===== config.mk =====
export PLATFORM = sky130hd
export DESIGN_NAME = dmem_ctrl
export DESIGN_NICKNAME = d
export VERILOG_FILES = /design/src/rtl/dmem_ctrl_pkg.sv /design/src/rtl/dmem_ctrl_lane.sv /design/src/rtl/dmem_ctrl.sv
export SDC_FILE = /design/constraint.sdc
export NUM_CORES = 1
export LEC_CHECK = 0
export ABC_AREA = 1
export BUFFER_PORTS_ARGS = -buffer_cell sky130_fd_sc_hd__buf_2
export CAP_MARGIN = 10
export CELL_PAD_IN_SITES_DETAIL_PLACEMENT = 1
export CELL_PAD_IN_SITES_GLOBAL_PLACEMENT = 1
export CORE_MARGIN = 5
export CORE_UTILIZATION = 34
export CTS_BUF_LIST = sky130_fd_sc_hd__clkbuf_4 sky130_fd_sc_hd__clkbuf_8
export CTS_CLUSTER_DIAMETER = 80
export DETAILED_ROUTE_END_ITERATION = 8
export GPL_TIMING_DRIVEN = 0
export PLACE_DENSITY = 0.9
export SYNTH_ARGS = -nofsm -noshare
export SYNTH_HDL_FRONTEND = slang
export SYNTH_SLANG_ARGS = --single-unit

===== constraint.sdc =====
create_clock -name Clk -period 1.79 [get_ports Clk]
set_input_delay 0.0895 -clock Clk [delete_from_list [all_inputs] [get_ports Clk]]
set_output_delay 0.0895 -clock Clk [all_outputs]
set_load 0.01 [all_outputs]

===== src/rtl/dmem_ctrl_pkg.sv =====
// Shared encodings for the data-memory controller: store widths, load formats,
// FSM states and the alignment rule used at request accept.
package dmem_ctrl_pkg;

  typedef enum logic [1:0] {
    WR_OFF   = 2'd0,
    WR_BYTE  = 2'd1,
    WR_HWORD = 2'd2,
    WR_WORD  = 2'd3
  } wr_e;

  // Load formats; codes 5..7 fall through to a plain word load.
  localparam logic [2:0] RD_WORD    = 3'd0;
  localparam logic [2:0] RD_BYTE    = 3'd1;
  localparam logic [2:0] RD_HWORD   = 3'd2;
  localparam logic [2:0] RD_BYTE_U  = 3'd3;
  localparam logic [2:0] RD_HWORD_U = 3'd4;

  typedef enum logic [1:0] {
    S_IDLE   = 2'd0,
    S_ACCESS = 2'd1,
    S_LATCH  = 2'd2,
    S_RESP   = 2'd3
  } state_e;

  function automatic logic misaligned(input wr_e we, input logic [2:0] rd_sel,
                                      input logic [1:0] off);
    logic is_half;
    logic is_word;
    if (we != WR_OFF) begin
      is_half = (we == WR_HWORD);
      is_word = (we == WR_WORD);
    end else begin
      is_half = (rd_sel == RD_HWORD) || (rd_sel == RD_HWORD_U);
      is_word = !(is_half || rd_sel == RD_BYTE || rd_sel == RD_BYTE_U);
    end
    return (is_half && off[0]) || (is_word && (off != 2'b00));
  endfunction

endpackage


===== src/rtl/dmem_ctrl_lane.sv =====
// Combinational byte-lane logic: store byte enables and data replication,
// load lane extraction with sign or zero extension.
module dmem_lane
  import dmem_ctrl_pkg::*;
(
  input  logic [1:0]  off,
  input  wr_e         we,
  input  logic [31:0] wdata,
  input  logic [2:0]  rd_sel,
  input  logic [31:0] rdata,
  output logic [3:0]  be,
  output logic [31:0] st_data,
  output logic [31:0] ld_data
);

  logic [7:0]  byte_v;
  logic [15:0] half_v;

  // NOTE: every output of an always_comb gets a default first, otherwise a
  // path that skips an assignment infers a latch.
  always_comb begin
    be      = 4'b0000;
    st_data = wdata;
    case (we)
      WR_BYTE: begin
        be      = 4'b0001 << off;
        st_data = {4{wdata[7:0]}};
      end
      WR_HWORD: begin
        be      = 4'b0011 << off;
        st_data = {2{wdata[15:0]}};
      end
      WR_WORD: be = 4'b1111;
      default: ;
    endcase
  end

  always_comb begin
    byte_v = rdata[7:0];
    case (off)
      2'd1:    byte_v = rdata[15:8];
      2'd2:    byte_v = rdata[23:16];
      2'd3:    byte_v = rdata[31:24];
      default: ;
    endcase
    half_v = off[1] ? rdata[31:16] : rdata[15:0];

    ld_data = rdata;
    case (rd_sel)
      RD_BYTE:    ld_data = {{24{byte_v[7]}}, byte_v};
      RD_HWORD:   ld_data = {{16{half_v[15]}}, half_v};
      RD_BYTE_U:  ld_data = {24'd0, byte_v};
      RD_HWORD_U: ld_data = {16'd0, half_v};
      default: ;
    endcase
  end

endmodule


===== src/rtl/dmem_ctrl.sv =====
// Data-memory controller: one request at a time through IDLE/ACCESS/LATCH/RESP,
// driving a single-port synchronous word SRAM and a held response channel.
module dmem_ctrl
  import dmem_ctrl_pkg::*;
#(
  parameter int ADDR_W = 10
) (
  input  logic              Clk,
  input  logic              Rst_n,
  input  logic              Req_valid,
  output logic              Req_ready,
  input  logic [31:0]       Req_addr,
  input  logic [31:0]       Req_wdata,
  input  logic [1:0]        Req_we,
  input  logic [2:0]        Req_rd_sel,
  output logic              Rsp_valid,
  input  logic              Rsp_ready,
  output logic [31:0]       Rsp_rdata,
  output logic              Rsp_err,
  output logic              Sram_en,
  output logic [3:0]        Sram_we,
  output logic [ADDR_W-1:0] Sram_addr,
  output logic [31:0]       Sram_wdata,
  input  logic [31:0]       Sram_rdata
);

  state_e              state_q, state_d;
  logic [ADDR_W+1:0]   addr_q, addr_d;
  logic [31:0]         wdata_q, wdata_d;
  wr_e                 we_q, we_d;
  logic [2:0]          rd_sel_q, rd_sel_d;
  logic [31:0]         rdata_q, rdata_d;
  logic                err_q, err_d;

  logic [3:0]          be;
  logic [31:0]         st_data;
  logic [31:0]         ld_data;
  logic                access;

  // Address bits above the SRAM range are ignored so accesses wrap.
  logic unused_addr_bits;
  assign unused_addr_bits = ^Req_addr[31:ADDR_W+2];

  dmem_lane u_lane (
    .off     (addr_q[1:0]),
    .we      (we_q),
    .wdata   (wdata_q),
    .rd_sel  (rd_sel_q),
    .rdata   (Sram_rdata),
    .be      (be),
    .st_data (st_data),
    .ld_data (ld_data)
  );

  always_comb begin
    state_d  = state_q;
    addr_d   = addr_q;
    wdata_d  = wdata_q;
    we_d     = we_q;
    rd_sel_d = rd_sel_q;
    rdata_d  = rdata_q;
    err_d    = err_q;
    case (state_q)
      S_IDLE: begin
        if (Req_valid) begin
          addr_d   = Req_addr[ADDR_W+1:0];
          wdata_d  = Req_wdata;
          we_d     = wr_e'(Req_we);
          rd_sel_d = Req_rd_sel;
          rdata_d  = 32'd0;
          err_d    = misaligned(wr_e'(Req_we), Req_rd_sel, Req_addr[1:0]);
          state_d  = err_d ? S_RESP : S_ACCESS;
        end
      end
      S_ACCESS: state_d = (we_q == WR_OFF) ? S_LATCH : S_RESP;
      S_LATCH: begin
        rdata_d = ld_data;
        state_d = S_RESP;
      end
      S_RESP: begin
        if (Rsp_ready) begin
          rdata_d = 32'd0;
          err_d   = 1'b0;
          state_d = S_IDLE;
        end
      end
      default: state_d = S_IDLE;
    endcase
  end

  // NOTE: state registers use non-blocking assignments so every flop samples
  // the pre-edge values regardless of process ordering.
  always_ff @(posedge Clk or negedge Rst_n) begin
    if (!Rst_n) begin
      state_q  <= S_IDLE;
      addr_q   <= '0;
      wdata_q  <= '0;
      we_q     <= WR_OFF;
      rd_sel_q <= '0;
      rdata_q  <= '0;
      err_q    <= 1'b0;
    end else begin
      state_q  <= state_d;
      addr_q   <= addr_d;
      wdata_q  <= wdata_d;
      we_q     <= we_d;
      rd_sel_q <= rd_sel_d;
      rdata_q  <= rdata_d;
      err_q    <= err_d;
    end
  end

  // SRAM strobes decode straight from the state so an async reset drops them at once.
  assign access     = (state_q == S_ACCESS);
  assign Sram_en    = access;
  assign Sram_we    = access ? be : 4'b0000;
  assign Sram_addr  = access ? addr_q[ADDR_W+1:2] : '0;
  assign Sram_wdata = (access && we_q != WR_OFF) ? st_data : 32'd0;

  assign Req_ready  = (state_q == S_IDLE);
  assign Rsp_valid  = (state_q == S_RESP);
  assign Rsp_rdata  = rdata_q;
  assign Rsp_err    = err_q;

endmodule


After elaboration in Yosys (flattened, before gate mapping)
Index checks and enable logic that the tools add are counted.
{"block": "totals", "register_bits": 84, "input_bits": 105}
{"block": "classes", "n_eq_ne": 21, "n_shift": 2, "n_mux": 25, "reduce_logical": 19}
{"cell": "$pmux W32 S4", "n": 1}
{"cell": "$mux W32", "n": 3}
{"cell": "$pmux W32 S3", "n": 1}
{"cell": "$pmux W32 S2", "n": 1}
{"cell": "$pmux W8 S3", "n": 1}
{"cell": "$eq A2 B2 Y1 const B", "n": 8}
{"cell": "$mux W16", "n": 1}
{"cell": "$eq A3 B2 Y1 const B", "n": 4}
{"cell": "$pmux W4 S3", "n": 1}
{"cell": "$mux W10", "n": 1}
{"cell": "$mux W1", "n": 9}
{"cell": "$pmux W2 S4", "n": 1}
{"cell": "$reduce_bool A2 Y1", "n": 4}
{"cell": "$eq A2 B1 Y1 const B", "n": 3}
{"cell": "$eq A3 B1 Y1 const B", "n": 2}
{"cell": "$eq A3 B3 Y1 const B", "n": 2}
{"cell": "$mux W2", "n": 3}
{"cell": "$reduce_and A3 Y1", "n": 2}
{"cell": "$logic_not A2 Y1", "n": 2}
{"cell": "$logic_or A1 B1 Y1", "n": 4}
{"cell": "$mux W4", "n": 1}
{"cell": "$reduce_and A2 Y1", "n": 2}
{"cell": "$shl A1 B2 Y4 const A", "n": 1}
{"cell": "$shl A2 B2 Y4 const A", "n": 1}
{"cell": "6 further kinds", "n": 8}

Depth between registers and ports, before layout
{"block": "depth", "depth_word": 13, "mapped_depth": 10, "depth_no_buf": 10}

Hierarchy
Synthesis repeated with hierarchy kept, for this count alone.
{"block": "unflattened", "hier_cells": 767, "hier_area_um2": 5565.3}
{"mod": "dmem_ctrl", "instances": 1, "cells_each": 483, "area_each_um2": 4057.6, "seq_area_each_um2": 2102.0}
{"mod": "dmem_lane", "instances": 1, "cells_each": 284, "area_each_um2": 1507.7, "seq_area_each_um2": 0.0}

Least setup slack after synthesis
OpenSTA, ideal clock, no wires.
{"block": "synth_timing", "path_type": "register -> output", "start": "register state_q[1]", "end": "output port Sram_wdata[16]", "arrival_time_ps": 1557, "required_ps": 1701, "path_slack_ps": 144, "stages_incl_launch_ff": 8, "path_cell_list": "dfrtp_1 inv_1 ha_1 inv_1 nor2_2 inv_1 buf_2 o31ai_1"}
{"block": "synth_via", "elab_chain_len": 3}
{"item": "from (decl)", "line_no": "dmem_ctrl.sv:27", "text": "state_e state_q, state_d;"}
{"item": "from (signal assigned)", "line_no": "dmem_ctrl.sv:103", "text": "state_q <= state_d;"}
{"item": "$eq A2 B1 Y1", "line_no": "dmem_ctrl.sv:114", "text": "assign access = (state_q == S_ACCESS);"}
{"item": "named net Sram_en", "line_no": "dmem_ctrl.sv:20", "text": "output logic Sram_en,"}
{"item": "$logic_and A1 B1 Y1", "line_no": "dmem_ctrl.sv:118", "text": "assign Sram_wdata = (access && we_q != WR_OFF) ? st_data : 32'd0;"}
{"item": "$mux W32", "line_no": "dmem_ctrl.sv:118"}
{"item": "to (decl)", "line_no": "dmem_ctrl.sv:23", "text": "output logic [31:0] Sram_wdata,"}
The timed path passes the listed nets, and every way through them passes these cells.

Final worst setup path
{"block": "layout_timing", "start": "register we_q[0]", "end": "output port Sram_wdata[11]"}
{"block": "layout_via", "elab_chain_len": 3, "elab_cells_between_ends": 6}
{"item": "from (decl)", "line_no": "dmem_ctrl.sv:30", "text": "wr_e we_q, we_d;"}
{"item": "from (signal assigned)", "line_no": "dmem_ctrl.sv:106", "text": "we_q <= we_d;"}
{"item": "$eq A2 B2 Y1, or another cell as far along", "line_no": "dmem_ctrl_lane.sv:24", "text": "case (we)"}
{"item": "$pmux W32 S2 or $logic_and A1 B1 Y1 (tied branches)", "line_no": "dmem_ctrl_lane.sv:24, dmem_ctrl.sv:118"}
{"item": "$mux W32 *", "line_no": "dmem_ctrl.sv:118"}
Mark *: on every way between the ends. The rest lies on a longest branch, timed or not.

==> results.yml <==
logic_synthesis:
  syn_nets: 769
  yosysTopAreaCell: "dfrtp_1"
  synth_area_leaders: "dfrtp_1, nand2_1, o21ai_0"
  syn-cell-area_um2: 4639
  synth_edf_count: 0
  synth_cell_types: 31
  synth.most_common_cell: "nand2_1"
  yosysTopAreaCellShare_pct: 45.31
  synth_cells: 656
  synth_ff_type: "dfrtp_1"
  ys_warn_count: 0
  synth-seq-area-share_pct: 45.31
  synth_common_cells: "nand2_1, dfrtp_1, nor2_1, inv_1, o21ai_0"
  avgSynthCellArea_um2: 7.072
  async_flop_share_pct: 100.0
  synth-seq-cells: 84
setup_path:
  crit_path_cell_trace: "inv_2, ha_4, nor2_4, buf_4, o21ai_1, a21oi_1, buf_2"
  critPathRequiredTime_ps: 1700
  endpoint_kind: "output port"
  cp_slowest_stage_delay_ps: 460
  cp.arrival_ps: 2100
  crit_path_max_fanout: 6
  cp-start-kind: "flip-flop"
  crit_slowest_cell: "dfrtp_1"
  crit_type: "flip-flop to output port"
routing:
  vias_per_cell: 5.512
  vias: 5997
  drt_iter0_drc: 475
  wl_per_cell_um: 24.07
  drt_first_pass_iters: 5
  drc: 0
  routed_wl_um: 26190
  ant_nets: 0
min_path:
  hp-class: "input pin to flip-flop"
floorplan:
  die_area_um2: 16080
  core-area_um2: 13300
  die_w_um: 126.8
  rows: 42
  ios: 187
  die_height_um: 126.8
  initial_core_util_pct: 34.90
layout:
  drive_gt1_share_pct: 37.10
  area_growth_pct: 60.17
  final_cells: 1088
  fin_area_um2: 7431
  nets: 1019
timing:
  setup-violations-final: 36
  slew_headroom_pct: 67.72
  setup_ws_ps: -403.1
  finClkSkew_ps: 29.80
  worst_slew_pin_slew_ps: 484.1
  rsz0062_at_grt: "yes"
  slew_violations: 0
  fmax_mhz: 456.0
  hold_viol_final: 0
  tns_ps: -10490
  finalCriticalPeriod_ps: 2193
  fin_crit_sh_pct: 122.5
power_and_ir_drop:
  net-switching-power_mw: 7.316
  power_density_nw_per_um2: 1886
  combPwrFrac_pct: 66.9
  power_frac_seq_pct: 23.1
  internal_power_mw: 6.700
  switching_share_pct: 52.20
  cellLeakagePower_nw: 3.991
  pwr-share-clk_pct: 10.0
  ir_drop_uv: 840.1
placed_design:
  pre_cts_slack_ps: -306.4
  gp_congestion: 0.9589
  dp_hpwl_um: 13080
  portBuffers: 166
  dp.cells: 999
  place_area_um2: 5720
clock_tree:
  clock_latency_ps: 410
  cts_sinks: 84
  cts_tree: "built"
  cts-root-buf: "clkbuf_8"
  cts_made_buffers: 9
  h-tree-depth: 3
  cts_buffer_depth: 2
  clk_pin_slew_ps: 100
global_routing:
  antenna_found_initial: 1
  grt_max_degree: 59
  grt-ovfl-total: 0
  grt_pass1_wl_um: 35260
  grt_pass1_vias: 6301
  grt_usage_pct: 28.37
run_status:
  outcome: "complete, but fails checks"
  violations: "setup timing"
job:
  maxCapViolations: 0
power by group through the flow:
stage | Combinational, mW | Sequential, mW | Clock (mW)
after CTS | 7.35 | 3.04 | 1.35
after detailed placement | 5.71 | 3.06 | 0
after floorplan | 3.76 | 3.05 | 0
final | 9.38 | 3.24 | 1.40
after global routing | 9.87 | 3.26 | 1.50
after global placement | 5.46 | 3.03 | 0
cells by family (layout without fill, tap and decap cells):
kind of cell | count (synthesis) | in the layout | synth area share (%)
AND/OR/NAND/NOR | 361 | 361 | 31.42
buffers and inverters | 102 | 357 | 9.385
AO/OA/AOI/OAI | 101 | 101 | 11.73
flip-flops | 84 | 84 | 45.31
adder cells (fa/ha/maj) | 8 | 8 | 2.158
other | 0 | 1 | 0
timing repair:
action,in CTS,in global routing
hold buffers,48,0
gates cloned,3,2
setup endpoints to repair,117,127
pin swaps,11,13
setup buffers,13,6
gates resized for setup,113,100
endpoints found under the hold margin,73,0
sequential cells by signal (all words and copies together) (netlist names):
signal	cells
Rsp_err	1
addr_q	12
state_q	2
rd_sel_q	3
wdata_q	32
we_q	2
Rsp_rdata	32
area by class of cell:
type,instances,area (um2)
inverters,71,296.5
diodes,1,2.502
repair inverters,1,8.758
flip-flops and latches,84,2105
plain buffers,31,312.8
repair buffers,238,1663
clock inverters,2,10.01
clock buffers,14,167.7
well taps,176,220.2
fillers,1624,5864
multi-input cells,470,2645
worst max-delay path, delay by kind of cell, from the launching register on:
family,cells,cell delay [ps]
AO/OA/AOI/OAI,2,360
adder cells (fa/ha/maj),1,180
AND/OR/NAND/NOR,1,170
flip-flops,1,460
buffers and inverters,3,520
metrics by stage:
step	hold WS [ps]	util, %	total power, mW
6_report	26.94	55.89	14.02
3_5_place_dp	44.34	43.03	8.767
5_1_grt	12.64	55.89	14.63
3_3_place_gp	284.1	42.80	8.489
4_1_cts	17.87	52.24	11.75
2_1_floorplan	-206.1	-	6.808
metal layers:
layer  share of wire, %  global-route usage (%)  up-vias
met2                 48                   48.16      430
met4                6.7                   14.89        0
li1                   -                       -     2541
met3                9.7                   8.617      130
met5                  0                       0        -
met1                 35                   32.06     2896
worst paths after layout:
check / start / endpoint / slack, ps / cells past startpoint
worst max register to register: state_q[1]$_DFFE_PN0P_ / addr_q[10]$_DFFE_PN0P_ / 10 / 7
worst min-delay path: Rsp_ready / state_q[1]$_DFFE_PN0P_ / 30 / 4
worst min register to register: Rsp_rdata[5]$_DFFE_PN0P_ / Rsp_rdata[5]$_DFFE_PN0P_ / 480 / 2
min in group asynchronous: Rst_n / Rsp_rdata[4]$_DFFE_PN0P_ / 160 / 2
worst max-delay path: we_q[0]$_DFFE_PN0P_ / Sram_wdata[11] / -400 / 7
max in group asynchronous: Rst_n / addr_q[6]$_DFFE_PN0P_ / 1010 / 3
cell usage in the layout (no fill, tap or decap), types with 7 or more instances in the layout:
master,n
nor2_2,11
clkbuf_4,7
clkbuf_8,11
nor2_1,42
nand3_2,8
inv_2,9
o21ai_0,41
dlygate4sd3_1,48
buf_6,21
a21oi_1,17
a21oi_2,10
dfrtp_1,82
nor2_4,15
nand3_1,21
buf_4,21
buf_2,157
inv_1,57
nand2_1,247
Note: power is estimated with default switching activity, not from simulation.
